$ cat src/rtl/mem_port_arbiter_if.sv
// Handshake bundle between the I/D requesters, the arbiter and the memory.
// The slave modport is the arbiter's view; master is the surrounding system.
interface mem_port_arbiter_if #(
  parameter int ADDR_W = 32,
  parameter int DATA_W = 32
);
  logic              i_req;
  logic [ADDR_W-1:0] i_addr;
  logic              i_ack;
  logic [DATA_W-1:0] i_rdata;
  logic              d_req;
  logic              d_we;
  logic [ADDR_W-1:0] d_addr;
  logic [DATA_W-1:0] d_wdata;
  logic              d_ack;
  logic [DATA_W-1:0] d_rdata;
  logic              m_req;
  logic              m_we;
  logic [ADDR_W-1:0] m_addr;
  logic [DATA_W-1:0] m_wdata;
  logic              m_ack;
  logic [DATA_W-1:0] m_rdata;

  modport slave (
    input  i_req, i_addr,
    output i_ack, i_rdata,
    input  d_req, d_we, d_addr, d_wdata,
    output d_ack, d_rdata,
    output m_req, m_we, m_addr, m_wdata,
    input  m_ack, m_rdata
  );

  modport master (
    output i_req, i_addr,
    input  i_ack, i_rdata,
    output d_req, d_we, d_addr, d_wdata,
    input  d_ack, d_rdata,
    input  m_req, m_we, m_addr, m_wdata,
    output m_ack, m_rdata
  );
endinterface

$ cat src/rtl/mem_port_arbiter.sv
// Shares one single-port memory between instruction fetch and data access.
// Data side has priority; a starvation counter forces a fetch grant.
module mem_port_arbiter #(
  parameter int ADDR_W     = 32,
  parameter int DATA_W     = 32,
  parameter int STARVE_MAX = 4
) (
  input  logic clk,
  input  logic rst,
  mem_port_arbiter_if.slave bus,
  output logic busy
);

  localparam int SW = $clog2(STARVE_MAX + 1);

  typedef enum logic [1:0] {
    IDLE,
    GNT_I,
    GNT_D,
    RESP
  } state_t;

  state_t        state;
  logic [SW-1:0] starve_cnt;
  logic          i_starved;
  logic          d_win;

  assign i_starved = bus.i_req
                  && (starve_cnt == SW'(STARVE_MAX));
  assign d_win     = bus.d_req && !i_starved;
  assign busy      = (state != IDLE);

  always_ff @(posedge clk) begin
    if (rst) begin
      state       <= IDLE;
      starve_cnt  <= '0;
      bus.i_ack   <= 1'b0;
      bus.d_ack   <= 1'b0;
      bus.i_rdata <= {DATA_W{1'b0}};
      bus.d_rdata <= {DATA_W{1'b0}};
      bus.m_req   <= 1'b0;
      bus.m_we    <= 1'b0;
      bus.m_addr  <= {ADDR_W{1'b0}};
      bus.m_wdata <= {DATA_W{1'b0}};
    end else begin
      bus.i_ack <= 1'b0;
      bus.d_ack <= 1'b0;
      unique case (state)
        IDLE: begin
          if (d_win) begin
            state       <= GNT_D;
            bus.m_req   <= 1'b1;
            bus.m_we    <= bus.d_we;
            bus.m_addr  <= bus.d_addr;
            bus.m_wdata <= bus.d_wdata;
            // count only D wins that kept a pending fetch waiting
            if (!bus.i_req)
              starve_cnt <= '0;
            else if (starve_cnt != SW'(STARVE_MAX))
              starve_cnt <= starve_cnt + 1'b1;
          end else if (bus.i_req) begin
            state       <= GNT_I;
            bus.m_req   <= 1'b1;
            bus.m_we    <= 1'b0;
            bus.m_addr  <= bus.i_addr;
            bus.m_wdata <= {DATA_W{1'b0}};
            starve_cnt  <= '0;
          end
        end
        GNT_I: begin
          if (bus.m_ack) begin
            state       <= RESP;
            bus.m_req   <= 1'b0;
            bus.i_rdata <= bus.m_rdata;
            bus.i_ack   <= 1'b1;
          end
        end
        GNT_D: begin
          if (bus.m_ack) begin
            state     <= RESP;
            bus.m_req <= 1'b0;
            bus.d_ack <= 1'b1;
            if (!bus.m_we)
              bus.d_rdata <= bus.m_rdata;
          end
        end
        RESP: begin
          state <= IDLE;
        end
        default: begin
          state <= IDLE;
        end
      endcase
    end
  end

endmodule

$ cat src/flat_wrapper.sv
// flat-port wrapper written by rule: the top's interface ports become plain ports
module mem_port_arbiter_flat 
#(
  parameter int ADDR_W     = 32,
  parameter int DATA_W     = 32,
  parameter int STARVE_MAX = 4
)
  (clk, rst, busy, bus_i_req, bus_i_addr, bus_i_ack, bus_i_rdata, bus_d_req, bus_d_we, bus_d_addr, bus_d_wdata, bus_d_ack, bus_d_rdata, bus_m_req, bus_m_we, bus_m_addr, bus_m_wdata, bus_m_ack, bus_m_rdata);
  mem_port_arbiter_if #(.ADDR_W(ADDR_W), .DATA_W(DATA_W)) bus_i ();
  input  logic clk;
  input  logic rst;
  output logic busy;
  input wire logic [$bits(bus_i.i_req)-1:0] bus_i_req;
  input wire logic [$bits(bus_i.i_addr)-1:0] bus_i_addr;
  output wire logic [$bits(bus_i.i_ack)-1:0] bus_i_ack;
  output wire logic [$bits(bus_i.i_rdata)-1:0] bus_i_rdata;
  input wire logic [$bits(bus_i.d_req)-1:0] bus_d_req;
  input wire logic [$bits(bus_i.d_we)-1:0] bus_d_we;
  input wire logic [$bits(bus_i.d_addr)-1:0] bus_d_addr;
  input wire logic [$bits(bus_i.d_wdata)-1:0] bus_d_wdata;
  output wire logic [$bits(bus_i.d_ack)-1:0] bus_d_ack;
  output wire logic [$bits(bus_i.d_rdata)-1:0] bus_d_rdata;
  output wire logic [$bits(bus_i.m_req)-1:0] bus_m_req;
  output wire logic [$bits(bus_i.m_we)-1:0] bus_m_we;
  output wire logic [$bits(bus_i.m_addr)-1:0] bus_m_addr;
  output wire logic [$bits(bus_i.m_wdata)-1:0] bus_m_wdata;
  input wire logic [$bits(bus_i.m_ack)-1:0] bus_m_ack;
  input wire logic [$bits(bus_i.m_rdata)-1:0] bus_m_rdata;
  assign bus_i.i_req = bus_i_req;
  assign bus_i.i_addr = bus_i_addr;
  assign bus_i_ack = bus_i.i_ack;
  assign bus_i_rdata = bus_i.i_rdata;
  assign bus_i.d_req = bus_d_req;
  assign bus_i.d_we = bus_d_we;
  assign bus_i.d_addr = bus_d_addr;
  assign bus_i.d_wdata = bus_d_wdata;
  assign bus_d_ack = bus_i.d_ack;
  assign bus_d_rdata = bus_i.d_rdata;
  assign bus_m_req = bus_i.m_req;
  assign bus_m_we = bus_i.m_we;
  assign bus_m_addr = bus_i.m_addr;
  assign bus_m_wdata = bus_i.m_wdata;
  assign bus_i.m_ack = bus_m_ack;
  assign bus_i.m_rdata = bus_m_rdata;
  mem_port_arbiter #(.ADDR_W(ADDR_W), .DATA_W(DATA_W), .STARVE_MAX(STARVE_MAX)) u_core (.clk(clk), .rst(rst), .bus(bus_i), .busy(busy));
endmodule
$ cat config.mk
export PLATFORM = sky130hd
export DESIGN_NAME = mem_port_arbiter_flat
export DESIGN_NICKNAME = d
export VERILOG_FILES = /design/src/rtl/mem_port_arbiter_if.sv /design/src/rtl/mem_port_arbiter.sv /design/src/flat_wrapper.sv
export SDC_FILE = /design/constraint.sdc
export NUM_CORES = 1
export LEC_CHECK = 0
export ABC_CLOCK_PERIOD_IN_PS = 1900
export CAP_MARGIN = 5
export CORE_ASPECT_RATIO = 1.5
export CORE_UTILIZATION = 37
export CTS_BUF_LIST = sky130_fd_sc_hd__clkbuf_8
export DETAILED_ROUTE_END_ITERATION = 6
export PLACE_DENSITY_LB_ADDON = 0.3
export SLEW_MARGIN = 0
export SYNTH_ARGS = -nofsm -noshare
export SYNTH_HDL_FRONTEND = slang
export SYNTH_SLANG_ARGS = --single-unit
$ cat constraint.sdc
create_clock -name clk -period 1.9 [get_ports clk]
set_input_delay 0.38 -clock clk [delete_from_list [all_inputs] [get_ports clk]]
set_output_delay 0.38 -clock clk [all_outputs]
set_load 0.01 [all_outputs]
# Yosys cells after proc, flatten, opt, wreduce, memory -nomap -nowiden
# Cells that the tools add are included.
[word_totals]
register_bits = 137
input_bits = 134
output_inout_bits = 133
[op_classes]
addsub = 1
n_eq_ne = 8
mux = 19
n_bitwise = 3
n_reduce_logical = 16
[ops]
columns = ["op", "count"]
rows = [
  ["32-bit 2-to-1 mux", 4],
  ["3-bit 2-to-1 mux", 4],
  ["3-bit AND reduction", 3],
  ["1-bit 2-to-1 mux", 6],
  ["2-bit 2-to-1 mux", 3],
  ["3-bit inequality test (second input constant)", 2],
  ["2-bit one-hot mux with 3 select lines", 1],
  ["2-bit AND reduction", 3],
  ["2-bit nonzero test", 3],
  ["2-bit OR reduction", 3],
  ["2-bit == test (second input constant)", 2],
  ["3-bit by 1-bit adder with 3-bit output (second input constant)", 1],
  ["3-bit == test (second input constant)", 1],
  ["3-bit by 2-bit inequality test with 1-bit output (second input constant)", 1],
  ["1-bit inverter", 3],
  ["2-bit by 1-bit == test with 1-bit output (second input constant)", 1],
  ["1-bit logical AND", 2],
  ["2-bit logical NOT", 1],
  ["2-bit by 1-bit inequality test with 1-bit output (second input constant)", 1],
  ["1-bit one-hot mux with 2 select lines", 1],
  ["1-bit logical NOT", 1],
]

# Longest topological paths before layout
[logic_depth]
word_depth = 6
ltp_mapped = 7
depth_no_buf = 5

# Least setup slack after synthesis
# Ideal clock, no wire load.
[synth_timing]
path_type = "register -> output"
startpoint = "register u_core.state[0]"
endpoint = "output port busy"
arrival_ps = 1148
required_ps = 1520
slack_ps = 372
path_stages_with_launch = 6
cell_sequence = "dfxtp_1 -> inv_1 -> ha_1 -> buf_2 -> buf_2 -> inv_1"
[synth_via]
elab_chain_cells = 1
[synth_rtl]
columns = ["item", "line", "text"]
rows = [
  ["start: declaration", "mem_port_arbiter.sv:23", "state_t state;"],
  ["start signal: assignment", "mem_port_arbiter.sv:35", "state <= IDLE;"],
  ["start signal: assignment", "mem_port_arbiter.sv:51", "state <= GNT_D;"],
  ["start signal: assignment", "mem_port_arbiter.sv:62", "state <= GNT_I;"],
  ["2-bit nonzero test", "mem_port_arbiter.sv:31", "assign busy = (state != IDLE);"],
  ["end: declaration", "flat_wrapper.sv:12", "output logic busy;"],
]
# Every way passes these cells.

# Final worst setup path
[layout_timing]
startpoint = "register u_core.state[1]"
endpoint = "output port busy"
# Same word-level chain as after synthesis.

==> reports/qor.txt <==
Final period utilization -> 95.1%
Endpoints failing setup -> 0
I/O pin count -> 267
Unrepaired setup endpoints after global routing -> false
Global-route wire length before repair -> 27.0 mm
Critical path class -> register to primary output
Die Span Y -> 150 um
Max_cap viols -> 0
Cts bufs inserted -> 17
Die Wd -> 101 um
Power Density -> 1110 nW/um^2
Clk_lat worst skew -> 430 ps
Root buffer cell -> clkbuf_8
Max rail drop VDD -> 0.596 mV
Synth top area share -> 50.7%
WP data required -> 1520 ps
Clk_skew -> 16.3 ps
Minimum clock period -> 1810 ps
Hold Crit Start -> bus_d_req
Synth cell types -> 37
Drt total wl -> 17.2 mm
Dominant synthesized flop cell -> dfxtp_1
Slew margin rel. -> 61.4%
Most frequent cell after synthesis -> nand2_1
Min Hold Slack -> 353 ps
Final Hold Viols -> 0
Vias in the first global route -> 5,369
Hold Buf Count CTS -> 0
Startpoint types -> register
Fin area -> 8690 um^2
N_diodes -> 0
DP Worst Slack -> -16.9 ps
Slew Limit Fails -> 0
F_max -> 553 MHz
GPL Wtd Cong -> 0.778
Initial Util -> 38.3%
Synthesized area -> 5410 um^2
Ys async rst share -> 0%
Dpl cell area -> 8270 um^2
CTS tree -> done
Post-CTS setup buffer count -> 0
TritonRoute pass-1 iters -> 4
Largest net degree at the start of global routing -> 56
Syn_area_per_cell -> 8.08 um^2
DP HPWL -> 11.8 mm
DR iter-0 viols -> 201
Synth area leaders -> dfxtp_1, a21oi_1, nand2_1
H-tree depth -> 4
Gate count of the mapped netlist -> 670
Syn_nets -> 811
Core Area -> 14,100 um^2
Routed vias/inst -> 5.03
Via count -> 5,619
Worst-path clk slew -> 80 ps
CP arrival -> 1430 ps
Top post-synthesis cells by count -> nand2_1, dfxtp_1, a21oi_1
DR DRC count -> 0
Crit end category -> primary output
Post-synth EDFFs -> 0
Longest Clk Path Bufs -> 2
Share of layout cells above drive strength 1 -> 6.60%
Yosys warns -> 0
Die area -> 15,100 um^2
Slew at the pin with the worst max-slew slack -> 578 ps
Status -> finished clean
Flops & latches, synth -> 137
R2r setup slk -> 180 ps
Post-DRT Antenna Nets -> 0
Row count -> 53
Gr ovfl total -> 0
# port buffers -> 266
Lkg Pwr -> 3.06 nW
Layout area overhead -> 60.5%
Antenna violations before repair -> 0
CTS Sinks -> 137
Final Net Count -> 1,052
Per-cell routed wire length -> 15.4 um
Sequential area share after synthesis -> 50.7%
Post-synth top area cell -> dfxtp_1
Critical R2R Launch -> u_core.state[1]$_SDFFE_PP0P_
Total Routing Usage GR -> 22.8%
Crit path launch -> u_core.state[1]$_SDFFE_PP0P_
Final worst slack -> 92.8 ps
Hold Crit Class -> input port to register
Crit path max fanout -> 4
-- area by class of cell --
| class | instances | area, um^2 |
|---|---|---|
| fill | 1309 | 5440 |
| inverter | 8 | 30.0 |
| tap | 192 | 240 |
| clock buffer | 18 | 248 |
| timing repair buffer | 286 | 2930 |
| sequential | 137 | 2740 |
| clock inverter | 14 | 170 |
| multi-input combinational | 461 | 2320 |
-- critical path, cell delays in order (launching register included) --
cell,delay [ps]
dfxtp_1,390
inv_1,100
ha_1,230
inv_1,60
clkdlybuf4s15_2,240
-- final timing paths --
check | to | depth (start not counted)
setup / recovery | busy | 4
hold / removal | u_core.bus.m_wdata[29]$_SDFFE_PP0P_ | 3
setup reg to reg | u_core.state[1]$_SDFFE_PP0P_ | 6
hold reg to reg | u_core.bus.d_rdata[1]$_SDFFE_PP0P_ | 2
-- power breakdown --
| part | total, mW | switching, mW | internal [mW] |
|---|---|---|---|
| clock network | 2.50 | 1.16 | 1.34 |
| logic | 3.51 | 1.73 | 1.78 |
| registers | 3.63 | 0.252 | 3.38 |
| total | 9.64 | 3.15 | 6.49 |
-- cells in the final DEF, fill, tap and decap left out, drive strengths merged, types with 2 or more instances in the layout --
cell	instances
nand4	33
a31oi	32
nand2	166
and3b	2
o21ai	65
clkbuf	18
dfxtp	137
mux2	2
a21oi	132
nand3	2
ha	7
buf	22
clkinvlp	3
nor2	3
clkdlybuf4s50	263
bufinv	3
and3	3
clkinv	4
inv	12
-- registers in the layout, summed over array words and instances, names as in the netlist --
register,count
u_core.bus.m_wdata,32
u_core.starve_cnt,3
u_core.bus.d_rdata,32
u_core.bus.i_ack,1
u_core.bus.m_we,1
u_core.bus.m_addr,32
u_core.bus.m_req,1
u_core.bus.i_rdata,32
u_core.bus.d_ack,1
u_core.state,2
-- timing repair --
action / in CTS / in global routing
hold endpoints to repair: 0 / 0
setup endpoints to repair: 1 / 1
resized for setup: 3 / 1
-- stage by stage --
| step | std cells | setup TNS [ps] | total power, mW | utilization [%] |
|---|---|---|---|---|
| 2_1_floorplan | 670 | 0 | 5.42 | - |
| 3_3_place_gp | 1084 | 0 | 7.18 | 58.5 |
| 3_5_place_dp | 1084 | -16.9 | 7.23 | 58.5 |
| 4_1_cts | 1116 | 0 | 9.76 | 61.5 |
| 5_1_grt | 1116 | 0 | 10.2 | 61.5 |
| 6_report | 1116 | 0 | 9.64 | 61.5 |
-- cell families after synthesis --
family,synth area share (%)
compound gates,23.7
fa+ha+maj,1.62
buf+inv,6.47
simple gates,17.0
flops,50.7
mux,0.485
-- per-layer routing --
metal  track usage (%)  routed length (um)  up-vias
met5                 0                   0        -
met4              8.12                 393        0
met3              7.38                1220       31
met2              39.9                8910      199
met1              25.6                6680     2582
li1                  -                   -     2807
(Power assumes the default switching activity.)
==> RTL edit 1 (same settings) <==
`STARVE_MAX` is set to 4 in 2 places; all go to 8.
--- a/src/rtl/mem_port_arbiter.sv
+++ b/src/rtl/mem_port_arbiter.sv
@@ -5,3 +5,3 @@
   parameter int DATA_W     = 32,
-  parameter int STARVE_MAX = 4
+  parameter int STARVE_MAX = 8
 ) (
--- a/src/flat_wrapper.sv
+++ b/src/flat_wrapper.sv
@@ -5,3 +5,3 @@
   parameter int DATA_W     = 32,
-  parameter int STARVE_MAX = 4
+  parameter int STARVE_MAX = 8
 )
Behaviour: no difference found for any inputs over 4 cycles, from zero or initial values and one cycle with rst high; that may be too few to reach the edited logic, so the function may still have changed.
==> RTL edit 1 against the unedited design <==
- die area decreased by 3.8%
- via count fell by 4.2%
- power is 2.5% higher
- worst setup slack better by 15 ps
- sequential share of layout area increased by 0.49 points
- clock power increased by 4%
- final area is 0.78% lower
- sequential cell count grew 1
- sequential power is essentially flat
- area after synthesis decreased by 3.8%
- routed wire length fell by 9.8%
- critical endpoint is now bus_m_we
- largest cell class unchanged
==> RTL edit 1: results (changes against the unedited design) <==
[yosys]
synthCells=664  ; -0.90%
synth.distinct_cells=27  ; -27%
synth_compound_area_share_pct=18.85  ; -4.9 points
synth-seq-area-share_pct=53.08  ; +2.4 points
yosys-top-cells-area=dfxtp_1 53%, nand2_1 14%, a21oi_1 13%, a211oi_1 4.6%, nand3_1 3.5%
synth_common_cells=201 x nand2_1, 138 x dfxtp_1, 134 x a21oi_1, 37 x clkbuf_1, 37 x nor2_1
synth_top_family_by_area=simple AND/OR/NAND/NOR gates
yosysTopAreaCell=dfxtp_1
synth-xor-area-share_pct=0  ; unchanged
ys_warn_count=0  ; unchanged
synthMuxAreaShare_pct=0  ; -0.49 points
syn-num-nets=805  ; -0.74%
ys_async_sr_fraction_pct=0  ; unchanged
synth_fa_ha_area_share_pct=1.683  ; +0.064 points

[global_routing]
antenna_found_initial=0  ; unchanged
grt_pass1_wl_um=25010  ; -7.5%
grt_usage_pct=21.68  ; -1.1 points
grt_overflow=0  ; unchanged
grt_max_degree=85  ; +52%
first_global_vias=5050  ; -5.9%

[run_status]
outcome=completed

[worst_setup_path]
arrival_ps=1410  ; -20 ps
crit_family=buffers and inverters
path_max_fanout=4  ; unchanged
max_stage_delay_ps=610  ; +220 ps
slowest_stage=clkdlybuf4s50_1
r2r_setup_slack_ps=190

[drt]
drt_iter0_drc=181  ; -10%
wire_per_inst_um=14.21  ; -7.8%
firstDrtPassIters=4  ; unchanged
viasPerCell=4.929  ; -2.1%
vias=5382  ; -4.2%

[pwr]
ir_drop_v=0.0006658  ; +12%
cellLeakagePower_uw=0.003114  ; +1.6%

[clock_tree]
cts_root_buf=clkbuf_8
clock_latency_ps=430  ; about the same
clkSlewWorstSetupHoldPaths_ps=80  ; about the same
cts_made_buffers=17  ; unchanged
post_cts_buffers=0  ; unchanged
htreeDepth=4  ; unchanged
cts.path.max_buffers=2  ; unchanged

[placement]
io_buffers=266  ; unchanged
dp_hpwl_um=10990  ; -6.8%
routabilityCongestion=0.7866  ; +1.1%

[cells_and_area]
antenna_cells=0  ; unchanged
final_nets=1058  ; +0.57%
n_fill_cell=1208  ; -7.7%
final_layout_size_suffix_gt1_share_pct=6.559  ; -0.043 points

[hold_path]
hp-class=input pin to flop

[job]
maxCapViolCount=0  ; unchanged

[sta]
worst_pin_slew_ps=399.1  ; -179.2 ps
finClkSkew_ps=15.92  ; -0.3887 ps

[RTL edit 1: logic make-up after synthesis]
logic type                 after synthesis
and+or+nand+nor                        282
buffers and inverters                   61
AOI/OAI and AO/OA                      176
adders and majority gates                7
DFF                                    138
[RTL edit 1: routing by layer]
metal	track usage [%]	wire [um]	up-vias	part of all wire [%]
li1	-	-	2720	-
met1	24.56	6096	2437	39
met2	38.53	8149	204	53
met3	5.661	937	21	6.0
met4	8.284	329	0	2.1
met5	0	0	-	0
[RTL edit 1: timing repair]
item                       4_1_cts  5_1_grt
resized for setup                2        3
cloned                           0        0
pin swaps                        0        0
setup endpoints to repair        1        1
[RTL edit 1: worst paths after layout]
check                                               to                   start  cells past startpoint
worst max-delay path                          bus_m_we         u_core.bus.m_we                      1
worst min-delay path             u_core.bus.m_addr[11]                     rst                      3
worst max register to register   u_core.bus.m_addr[28]    u_core.starve_cnt[0]                      7
worst min register to register  u_core.bus.m_wdata[31]  u_core.bus.m_wdata[31]                      2
[RTL edit 1: cell type report]
| cell class | count | area share, % |
|---|---|---|
| clock buffer | 18 | 2.874 |
| clock inverter | 14 | 2.264 |
| inverter | 7 | 0.3048 |
| multi-input combinational | 465 | 25.66 |
| sequential | 138 | 32.08 |
| tap | 162 | 2.352 |
| timing repair buffer | 288 | 34.46 |
[RTL edit 1: worst min-delay path, delay by kind of cell]
family | cells | cell delay, ps
compound gates | 1 | 70
buf+inv | 2 | 350
[RTL edit 1: power breakdown]
part / internal, uW / switching [uW] / leakage [uW] / total, uW
logic: 1840 / 1800 / 0.00176 / 3630
registers: 3390 / 245 / 0.00113 / 3630
clock network: 1480 / 1140 / 0.000223 / 2610
total: 6700 / 3180 / 0.00311 / 9880
[RTL edit 1: metrics by stage]
step / power [uW] / instance area, um^2 / hold WS [ps] / utilization, % / setup slack (ps)
2_1_floorplan: 5422 / 5205 / 452.9 / - / 305.6
3_3_place_gp: 7348 / 8179 / 441.0 / 60.15 / 99.19
3_5_place_dp: 7375 / 8179 / 446.1 / 60.15 / 22.01
4_1_cts: 10020 / 8622 / 395.4 / 63.41 / 20.76
5_1_grt: 10490 / 8620 / 410.0 / 63.39 / 41.31
6_report: 9881 / 8620 / 418.9 / 63.39 / 108.0
==> RTL edit 2 (same flow settings) <==
Made on the original files. Encoding of `state_t`: now one-hot (4 bits for 4 states).
--- a/src/rtl/mem_port_arbiter.sv
+++ b/src/rtl/mem_port_arbiter.sv
@@ -15,7 +15,7 @@
 
-  typedef enum logic [1:0] {
-    IDLE,
-    GNT_I,
-    GNT_D,
-    RESP
+  typedef enum logic [3:0] {
+    IDLE  = 4'b0001,
+    GNT_I = 4'b0010,
+    GNT_D = 4'b0100,
+    RESP  = 4'b1000
   } state_t;
Formal check against the unedited RTL: no difference found for any inputs over 4 cycles, from zero or initial values and one cycle with rst high; so few cycles prove little.
==> RTL edit 2 against the unedited design <==
- area after synthesis is 5.3% higher
- worst setup slack improved by 44 ps
- routed wire length grew 16%
- critical endpoint is now u_core.bus.m_addr[11]
- sequential share of layout area decreased by 0.75 points
- sequential cell count is 2 higher
- critical path type is now flop to flop
- first-iteration DRC count rose by 39%
- final area is 3.9% higher
Power is not compared: it rests on default switching activity, and its combinational part moved more than twofold at a synthesized area within 25%.
==> RTL edit 2: results (changes against the unedited design) <==
[global_routing]
antenna_found_initial=0  ; unchanged
grt_pass1_wl_um=30260  ; +12%
first_global_vias=5785  ; +7.7%
grt_usage_pct=24.16  ; +1.4 points
grt_max_degree=98  ; +75%

[clock_tree]
cts_root_buf=clkbuf_8
cts.path.max_buffers=2  ; unchanged
cts_made_buffers=17  ; unchanged
clkSlewWorstSetupHoldPaths_ps=80  ; about the same
htreeDepth=4  ; unchanged
clock_latency_ps=430  ; about the same

[cells_and_area]
final_layout_size_suffix_gt1_share_pct=8.244  ; +1.6 points
final_nets=1057  ; +0.48%
antenna_cells=0  ; unchanged

[placement]
routabilityCongestion=0.7592  ; -2.4%
io_buffers=266  ; unchanged
dp_hpwl_um=12780  ; +8.5%

[yosys]
yosys-top-cells-area=dfxtp_1 49%, a21oi_1 12%, o21ai_0 12%, nand3_1 8.6%, a311oi_1 4.9%
synth_common_cells=139 x dfxtp_1, 133 x a21oi_1, 132 x o21ai_0, 98 x nand3_1, 71 x clkbuf_1
ys_async_sr_fraction_pct=0  ; unchanged
synth-seq-area-share_pct=48.83  ; -1.9 points
synth.distinct_cells=33  ; -11%
ys_warn_count=0  ; unchanged
syn-num-nets=827  ; +2.0%

[sta]
finalSetupViolations=0  ; unchanged
worst_pin_slew_ps=834.2  ; +255.9 ps
finClkSkew_ps=19.90  ; +3.593 ps

[worst_setup_path]
critPathLaunchType=flop
path_max_fanout=17  ; +13
timing.rr.end=u_core.bus.m_addr[11]
r2r-start=u_core.state[3]
r2r_setup_slack_ps=140  ; -40 ps
ff2ff_path_depth=4  ; -2

[hold_path]
hold_depth=3  ; unchanged
hp-class=input pin to flop
min_from=bus_d_req
hold_path_end=u_core.bus.m_wdata[0]

[drt]
drt_iter0_drc=279  ; +39%
vias=6266  ; +12%
wire_per_inst_um=17.66  ; +15%
firstDrtPassIters=5  ; +1

[run_status]
outcome=completed

[pwr]
cellLeakagePower_uw=0.003021
ir_drop_v=0.0005449

## RTL edit 2: how the worst max path moves through the flow
stage | depth (start not counted) | to | slack, ps
final | 4 | u_core.bus.m_addr[11] | 140
after global routing | 4 | u_core.bus.m_addr[21] | 60
after CTS | 3 | busy | 9
after detailed placement | 4 | u_core.bus.m_addr[30] | -180
after global placement | 4 | u_core.bus.m_addr[25] | -110
after floorplan | 7 | u_core.bus.m_addr[25] | 210
## RTL edit 2: repair_timing
item / 4_1_cts / 5_1_grt
gates resized for setup: 3 / 2
cloned: 0 / 1
pin swaps: 1 / 2
buffers inserted: 1 / 1
hold buffers: 0 / 0
setup endpoints to repair: 16 / 22
## RTL edit 2: power by group
group	internal [uW]	total [uW]	switching, uW
clock	1230	2500	1260
combinational	841	1680	834
sequential	3110	3210	103
## RTL edit 2: area by class of cell
class,instances,area (um^2)
Clock inverter,14,157.7
Sequential cell,139,2784
Timing Repair Buffer,295,2968
Inverter,4,15.01
Fill cell,1327,6043
Multi-Input combinational cell,464,2606
Clock buffer,18,247.7
Tap cell,199,249.0
## RTL edit 2: cell families after synthesis
group / share of synthesized area, %
AO/OA/AOI/OAI: 28.85
AND/OR/NAND/NOR: 15.61
flip-flops: 48.83
buffers and inverters: 6.125
adder cells (fa/ha/maj): 0.4390
XOR/XNOR: 0.1537
## RTL edit 2: critical path, stage by stage, from the launching register on
cell and delay [ps]:
dfxtp_1 340, nor4b_4 310, inv_2 110, nor2_2 650, a311oi_1 180
## RTL edit 2: metrics by stage
stage / hold WS [ps] / setup TNS (ps) / instance area [um^2] / std cells / setup WS [ps]
finish: 333.4 / 0 / 9027 / 1133 / 137.2
global route: 345.3 / 0 / 9027 / 1133 / 59.46
CTS: 308.4 / 0 / 9019 / 1131 / 8.675
detailed placement: 464.2 / -4481 / 8605 / 1098 / -177.7
global placement: 449.0 / -3241 / 8605 / 1098 / -105.6
floorplan: 466.2 / 0 / 5699 / 691 / 206.1
## RTL edit 2: metal layers
layer	routed length, um	vias to the layer above	global-route usage [%]
li1	-	3032	-
met1	7887	2953	28.15
met2	10030	252	41.52
met3	1599	29	6.682
met4	490	0	8.652
met5	0	-	0
